## src/rtl/ha_seq_pkg.sv

```systemverilog
// ha_seq_pkg -- shared definitions for the bit-serial adder sequencer.
//   state_e       : sequencer states (IDLE, PH_A, PH_B, DONE)
//   WIDTH_DEFAULT : default operand/sum width in bits
package ha_seq_pkg;

  localparam int unsigned WIDTH_DEFAULT = 8;

  typedef enum logic [1:0] {
    IDLE = 2'd0,
    PH_A = 2'd1,
    PH_B = 2'd2,
    DONE = 2'd3
  } state_e;

endpackage

```

## src/rtl/ha_serial_seq_cell.sv

```systemverilog
// ha_cell -- single half-adder cell, purely combinational.
//   a, b : input bits
//   s    : a ^ b
//   c    : a & b
module ha_cell (
  input  logic a,
  input  logic b,
  output logic s,
  output logic c
);

  assign s = a ^ b;
  assign c = a & b;

endmodule

```

## src/rtl/ha_serial_seq.sv

```systemverilog
// ha_serial_seq -- bit-serial adder, {cout,sum} = op_a + op_b + cin,
// built from one shared half-adder cell used twice per bit, LSB first.
//   clk, rst          : clock, synchronous active-high reset
//   start             : request a new addition (accepted only when ready)
//   op_a, op_b, cin   : operands, captured on the accepting edge
//   ready             : idle, can accept start
//   busy              : working through the bit phases
//   done              : one-cycle pulse, sum/cout just updated
//   sum, cout         : registered result, held until the next done
module ha_serial_seq
  import ha_seq_pkg::*;
#(
  parameter int unsigned WIDTH = WIDTH_DEFAULT
) (
  input  logic             clk,
  input  logic             rst,
  input  logic             start,
  input  logic [WIDTH-1:0] op_a,
  input  logic [WIDTH-1:0] op_b,
  input  logic             cin,
  output logic             ready,
  output logic             busy,
  output logic             done,
  output logic [WIDTH-1:0] sum,
  output logic             cout
);

  localparam int unsigned      IDX_W    = $clog2(WIDTH);
  localparam logic [IDX_W-1:0] IDX_LAST = IDX_W'(WIDTH - 1);

  state_e             state_q;
  logic [WIDTH-1:0]   a_q, b_q, acc_q, sum_q;
  logic               s1_q, c1_q, carry_q, cout_q;
  logic [IDX_W-1:0]   idx_q;
  logic               ready_q, busy_q, done_q;

  logic               cell_a, cell_b, cell_s, cell_c;
  logic [WIDTH-1:0]   acc_d;
  logic               carry_d;

  // PH_A feeds the operand bits, PH_B feeds the partial sum and running carry.
  always_comb begin
    cell_a = a_q[idx_q];
    cell_b = b_q[idx_q];
    if (state_q == PH_B) begin
      cell_a = s1_q;
      cell_b = carry_q;
    end
  end

  ha_cell u_cell (
    .a (cell_a),
    .b (cell_b),
    .s (cell_s),
    .c (cell_c)
  );

  // Next working sum and carry as seen at the end of PH_B; the last bit's
  // values are forwarded straight into sum/cout on DONE entry.
  always_comb begin
    acc_d        = acc_q;
    acc_d[idx_q] = cell_s;
    carry_d      = c1_q | cell_c;
  end

  always_ff @(posedge clk) begin
    if (rst) begin
      state_q <= IDLE;
      a_q     <= '0;
      b_q     <= '0;
      acc_q   <= '0;
      s1_q    <= 1'b0;
      c1_q    <= 1'b0;
      carry_q <= 1'b0;
      idx_q   <= '0;
      sum_q   <= '0;
      cout_q  <= 1'b0;
      ready_q <= 1'b1;
      busy_q  <= 1'b0;
      done_q  <= 1'b0;
    end else begin
      done_q <= 1'b0;
      case (state_q)
        IDLE: begin
          if (start) begin
            state_q <= PH_A;
            a_q     <= op_a;
            b_q     <= op_b;
            carry_q <= cin;
            acc_q   <= '0;
            s1_q    <= 1'b0;
            c1_q    <= 1'b0;
            idx_q   <= '0;
            ready_q <= 1'b0;
            busy_q  <= 1'b1;
          end
        end
        PH_A: begin
          s1_q    <= cell_s;
          c1_q    <= cell_c;
          state_q <= PH_B;
        end
        PH_B: begin
          acc_q   <= acc_d;
          carry_q <= carry_d;
          if (idx_q == IDX_LAST) begin
            state_q <= DONE;
            sum_q   <= acc_d;
            cout_q  <= carry_d;
            busy_q  <= 1'b0;
            done_q  <= 1'b1;
          end else begin
            idx_q   <= idx_q + IDX_W'(1);
            state_q <= PH_A;
          end
        end
        DONE: begin
          state_q <= IDLE;
          ready_q <= 1'b1;
        end
        default: begin
          state_q <= IDLE;
          ready_q <= 1'b1;
          busy_q  <= 1'b0;
        end
      endcase
    end
  end

  assign ready = ready_q;
  assign busy  = busy_q;
  assign done  = done_q;
  assign sum   = sum_q;
  assign cout  = cout_q;

endmodule

```

## config.mk

```make
export PLATFORM = sky130hd
export DESIGN_NAME = ha_serial_seq
export DESIGN_NICKNAME = d
export VERILOG_FILES = /design/src/rtl/ha_seq_pkg.sv /design/src/rtl/ha_serial_seq_cell.sv /design/src/rtl/ha_serial_seq.sv
export SDC_FILE = /design/constraint.sdc
export NUM_CORES = 1
export LEC_CHECK = 0
export BUFFER_PORTS_ARGS = -buffer_cell sky130_fd_sc_hd__buf_2
export CAP_MARGIN = 15
export CORE_ASPECT_RATIO = 1.5
export CORE_MARGIN = 2
export CORE_UTILIZATION = 45
export DETAILED_ROUTE_END_ITERATION = 8
export PLACE_DENSITY = 0.72
export SLEW_MARGIN = 20
export SYNTH_ARGS = -nofsm -noshare
export SYNTH_HDL_FRONTEND = slang
export SYNTH_HIERARCHICAL = 1
export SYNTH_SLANG_ARGS = --single-unit
```

## constraint.sdc

```tcl
create_clock -name clk -period 3.81 [get_ports clk]
set_input_delay 0.381 -clock clk [delete_from_list [all_inputs] [get_ports clk]]
set_output_delay 0.381 -clock clk [all_outputs]
set_load 0.005 [all_outputs]
```

# == After elaboration in Yosys (flattened, before gate mapping) ==
# Cells that the tools add are included.
# classes
addsub,1
n_mul,0
div_mod_pow,0
magnitude_cmp,2
n_eq_ne,7
n_shift,0
n_mux,27
bitwise_logic,4
reduce_logical,13
# ops
cell,n
8-bit case mux with 2 select lines,1
1-bit 2-to-1 mux,10
1-bit case mux with 2 select lines,5
2-bit AND reduction,5
8-bit bitwise mux,1
8-bit 2-to-1 mux,1
2-bit case mux with 4 select lines,1
1-bit binary-select mux with 3-bit select,2
3-bit 2-to-1 mux,2
3-bit case mux with 2 select lines,1
3-bit AND reduction,2
2-bit nonzero test,3
2-bit == test (second input constant),2
3-bit by 4-bit < comparator with 1-bit output (second input constant),1
2-bit 2-to-1 mux,2
2-bit != test (second input constant),2
3-bit by 1-bit adder with 3-bit output (second input constant),1
1-bit demux with 3-bit select,1
3-bit == test (second input constant),1
3-bit by 1-bit >= comparator with 1-bit output (second input constant),1
2-bit by 1-bit == test with 1-bit output (second input constant),1
2-bit logical NOT,1
2-bit by 1-bit != test with 1-bit output (second input constant),1
2-bit OR reduction,1
5 further kinds,5
# word_totals
register_bits,44
latch_bits,0
ram_bits,0
rom_bits,0
in_bits,20
output_inout_bits,12
wordCells,67
n_memories,0

# == Logic depth before layout (Yosys ltp) ==
# logic_depth
word_depth,6
depth_mapped,11
depth_no_buf,9

# == Cells and area by module ==
# The synthesis kept the hierarchy.
# modules_own_cells
module,n_inst,cells_per_inst,area_each_um2,seq_area_each_um2
ha_serial_seq,1,247,2083.2,880.8
ha_cell,1,1,12.5,0.0

# == Worst setup path before layout ==
# No wires, ideal clock.
# synth_timing
kind,reg-to-reg
startpoint,register idx_q[2]
endpoint,register acc_q[7]
setup_time_ns,0.070
t_arrival_ns,2.352
t_required_ns,3.740
path_slack_ns,1.388
path_stages_with_launch,11
n_path_buf,3
period_less_slack_ns,2.422
path_cell_list,dfxtp_1 -> buf_6 -> mux2_4 -> a221o_1 -> o22a_1 -> ha_1 -> clkbuf_1 -> and2_1 -> clkbuf_2 -> nand4_1 -> a21oi_1
# synth_between
elab_chain_cells,6
elab_cells_between_ends,14
cone_classes,order compare: 2; mux: 10; bitwise: 1; reduce/logical: 1
# synth_rtl
element,line,source
"start, declared",ha_serial_seq.sv:34,logic [IDX_W-1:0] idx_q;
"start signal, assigned",ha_serial_seq.sv:113,idx_q <= idx_q + IDX_W'(1);
1-bit binary-select mux with 3-bit select,ha_serial_seq.sv:44,cell_b = b_q[idx_q];
1-bit 2-to-1 mux (implied by the code),ha_serial_seq.sv:44,
1-bit 2-to-1 mux,ha_serial_seq.sv:45,if (state_q == PH_B) begin
net cell_b,ha_serial_seq.sv:37,"logic cell_a, cell_b, cell_s, cell_c;"
1-bit XOR,ha_serial_seq_cell.sv:12,assign s = a ^ b;
net cell_s,ha_serial_seq.sv:37,
8-bit bitwise mux,ha_serial_seq.sv:62,acc_d[idx_q] = cell_s;
8-bit case mux with 2 select lines,ha_serial_seq.sv:83,case (state_q)
"end signal, assigned",ha_serial_seq.sv:71,acc_q <= '0;
"end signal, assigned",ha_serial_seq.sv:90,acc_q <= '0;
"end signal, assigned",ha_serial_seq.sv:104,acc_q <= acc_d;
"end, declared",ha_serial_seq.sv:32,"logic [WIDTH-1:0] a_q, b_q, acc_q, sum_q;"
# The timed path passes the listed nets, and every way through them passes these cells. The select of a mux whose other input is x is not followed.
# A chain may end at the register's enable or synchronous reset.

# == Worst setup path after layout ==
# layout_timing
startpoint,register idx_q[0]
endpoint,register acc_q[7]
# layout_between
elab_chain_cells,6
elab_cells_between_ends,14
cone_classes,order compare: 2; mux: 10; bitwise: 1; reduce/logical: 1
# layout_rtl
element,line,source
1-bit binary-select mux with 3-bit select,ha_serial_seq.sv:43,cell_a = a_q[idx_q];
1-bit 2-to-1 mux (implied by the code),ha_serial_seq.sv:43,
1-bit 2-to-1 mux,ha_serial_seq.sv:45,
net cell_a,ha_serial_seq.sv:37,
1-bit XOR,ha_serial_seq_cell.sv:12,
net cell_s,ha_serial_seq.sv:37,
8-bit bitwise mux,ha_serial_seq.sv:62,
8-bit case mux with 2 select lines,ha_serial_seq.sv:83,
# The timed path passes the listed nets, and every way through them passes these cells. The select of a mux whose other input is x is not followed.

==> flow_metrics.tcl <==
set metrics [dict create \
    power.internal_w 0.0006603 \
    drt_pass1_iterations 4 \
    synth_compound_area_share_pct 19.40 \
    slew_headroom_pct 39.78 \
    fillers 468 \
    netlist_area_mm2 0.002096 \
    drtAntennaViolNets 0 \
    synth_top_family_by_area "simple AND/OR/NAND/NOR gates" \
    synthSimpleGateAreaFrac_pct 23.64 \
    antenna_found_initial 0 \
    diodes 0 \
    synthFlopType "dfxtp_1" \
    num_io_pins 32 \
    wl_per_cell_um 12.65 \
    arrival_ns 3.07 \
    startpoint_type "flop" \
    seq_area_frac_synth_pct 42.03 \
    crit_type "reg -> reg" \
    numCtsBuffers 5 \
    clk_pin_slew_ns 0.08 \
    rows 30 \
    drt-initial-drc-count 26 \
    stdcell_count 314 \
    cp_max_fo 17 \
    cts_tree "yes" \
    htree_num_levels 2 \
    synth.area.mux_share_pct 5.672 \
    dp_cells 306 \
    synth.area.top_cells "dfxtp_1 (42%), nand2_1 (7.9%), a21oi_1 (7.6%)" \
    die-area_mm2 0.005230 \
    ys_async_sr_fraction_pct 0 \
    drc_errors 0 \
    cts_sinks 44 \
    root_buffer "clkbuf_8" \
    avgViaCountPerCell 5.519 \
    tns_ns 0 \
    grt_overflow_total 0 \
    start_util_pct 46.53 \
    globalplace.congestion 0.8063 \
    combPwrFrac_pct 10.1 \
    cp-startpoint "idx_q[0]" \
    fin_nets 289 \
    cts.path.max_buffers 2 \
    finClkSkew_ns 0.004065 \
    port_buffers 31 \
    cp.required_ns 4.03 \
    synth_fa_ha_area_share_pct 2.388 \
    synth_nets 272 \
    power_frac_clock_pct 33.9 \
    end_kind "flop" \
    ys_ff_latch 44 \
    final_cell_mix "nand2_1 (44), dfxtp_1 (44), a21oi_1 (32)" \
    slew_violations 0 \
    die_h_um 87.58 \
    via_count 1733 \
    holdBufCountCts 0 \
    synth-xor-area-share_pct 0 \
    power_leakage_nw 0.8651 \
    seqPwrFrac_pct 56.0 \
    hold_viol_final 0 \
    syn_inst 248 \
    hp-class "in -> reg" \
    syn_area_per_cell_um2 8.451 \
    setup_viol 0 \
    p_sw_share_pct 24.42 \
    die_x_um 59.72 \
    grt_pass1_wl_um 6734 \
    max_freq_ghz 0.3512 \
    grt_max_degree 45 \
    powerDensity_mw_per_mm2 385.7 \
    power_switching_w 0.0002133 \
    insertion_delay_ns 0.29 \
    yosys.area.top_type "dfxtp_1" \
    drive_above_1_share_pct 17.67 \
    areaGrowthSynthToFinish_pct 8.060 \
    yosysWarnings 6 \
    status "completed" \
    min-delay-start "op_a[0]" \
    ys_types 38 \
    cts_setup_buffers 0 \
    rsz0062_at_grt "no" \
    track_usage_pct 16.63 \
    r2r-start "idx_q[0]" \
    ctsResizeCount 0 \
    wl_um 3971 \
    fin_crit_sh_pct 74.73 \
    synth-edff-count 0 \
    dp_hpwl_um 2809 \
    peakVddDrop_mv 0.2036 \
    core_mm2 0.004504 \
    first_global_vias 1556 \
    layout_min_cycle_time_ns 2.847 \
    cap_violations 0 \
    worst-slew-pin-transition_ns 0.9014 \
    synth_top_area_share_pct 42.03 \
]
## layer usage
layer / global-route usage, % / part of all wire, % / vias up / wire [um]
met1: 18.81 / 44 / 801 / 1762
met3: 4.136 / 3.6 / 6 / 142
li1: - / - / 891 / -
met4: 8.283 / 2.2 / 0 / 89
met5: 0 / 0 / - / 0
met2: 28.36 / 50 / 35 / 1977
## layout make-up
| type | instances | area, um2 | area share, % |
|---|---|---|---|
| tap | 48 | 60.06 | 2.652 |
| clock buffer | 8 | 90.09 | 3.978 |
| sequential | 44 | 880.8 | 38.90 |
| multi-input combinational | 182 | 1071 | 47.29 |
| timing repair buffer | 32 | 162.7 | 7.182 |
## worst paths after layout
kind | cells past startpoint | slack (ns) | endpoint
max | 7 | 0.96 | acc_q[7]
min | 3 | 0.32 | a_q[0]
max reg2reg | 7 | 0.96 | acc_q[7]
min reg2reg | 2 | 0.46 | b_q[4]
## through the flow
step	instance area [um2]	hold WS [ns]	utilization (%)	total power (W)	worst slack (ns)
finish	2265	0.3172	50.28	0.0008736	0.9629
detailed placement	2175	0.4472	48.28	0.0005893	0.9859
floorplan	2096	0.4331	-	0.0005676	1.388
global placement	2175	0.4435	48.28	0.0005872	1.069
global route	2265	0.3154	50.28	0.0009100	0.7571
CTS	2265	0.3118	50.28	0.0008824	0.9460
## cell usage after synthesis, drive strengths merged (6+ instances only)
library cell	instances
a22oi	6
a211oi	6
mux2i	7
buf	15
clkbuf	7
o21ai	10
dfxtp	44
nor2	30
nand2	44
nand3	7
a21oi	32
## flip-flops by register name, indices dropped and copies added, names as in the netlist
signal and cells:
a_q 8, acc_q 8, b_q 8, sum 8
idx_q 3, state_q 2, busy 1, c1_q 1
carry_q 1, cout 1, done 1, ready 1
s1_q 1
## kinds of logic (layout without fill, tap and decap cells)
kind of cell,after synthesis,in the layout
simple gates,101,101
compound gates,67,67
flops,44,44
buf+inv,22,40
mux,10,10
fa+ha+maj,4,4
## power by group through the flow
stage / registers (W) / clock network (W) / logic [W]
floorplan: 0.000493 / 0 / 0.0000750
global placement: 0.000500 / 0 / 0.0000872
detailed placement: 0.000501 / 0 / 0.0000887
CTS: 0.000490 / 0.000303 / 0.0000894
global route: 0.000492 / 0.000319 / 0.0000989
finish: 0.000489 / 0.000296 / 0.0000879
## worst max-delay path, stage by stage (launching register included)
cell      delay, ns
dfxtp_1        0.78
mux4_2         0.58
nor3_1         0.15
a311oi_1       0.08
ha_1           0.51
and2_1         0.37
nand4_1        0.13
a21oi_1        0.17
Power figures use the tool's default switching activity.
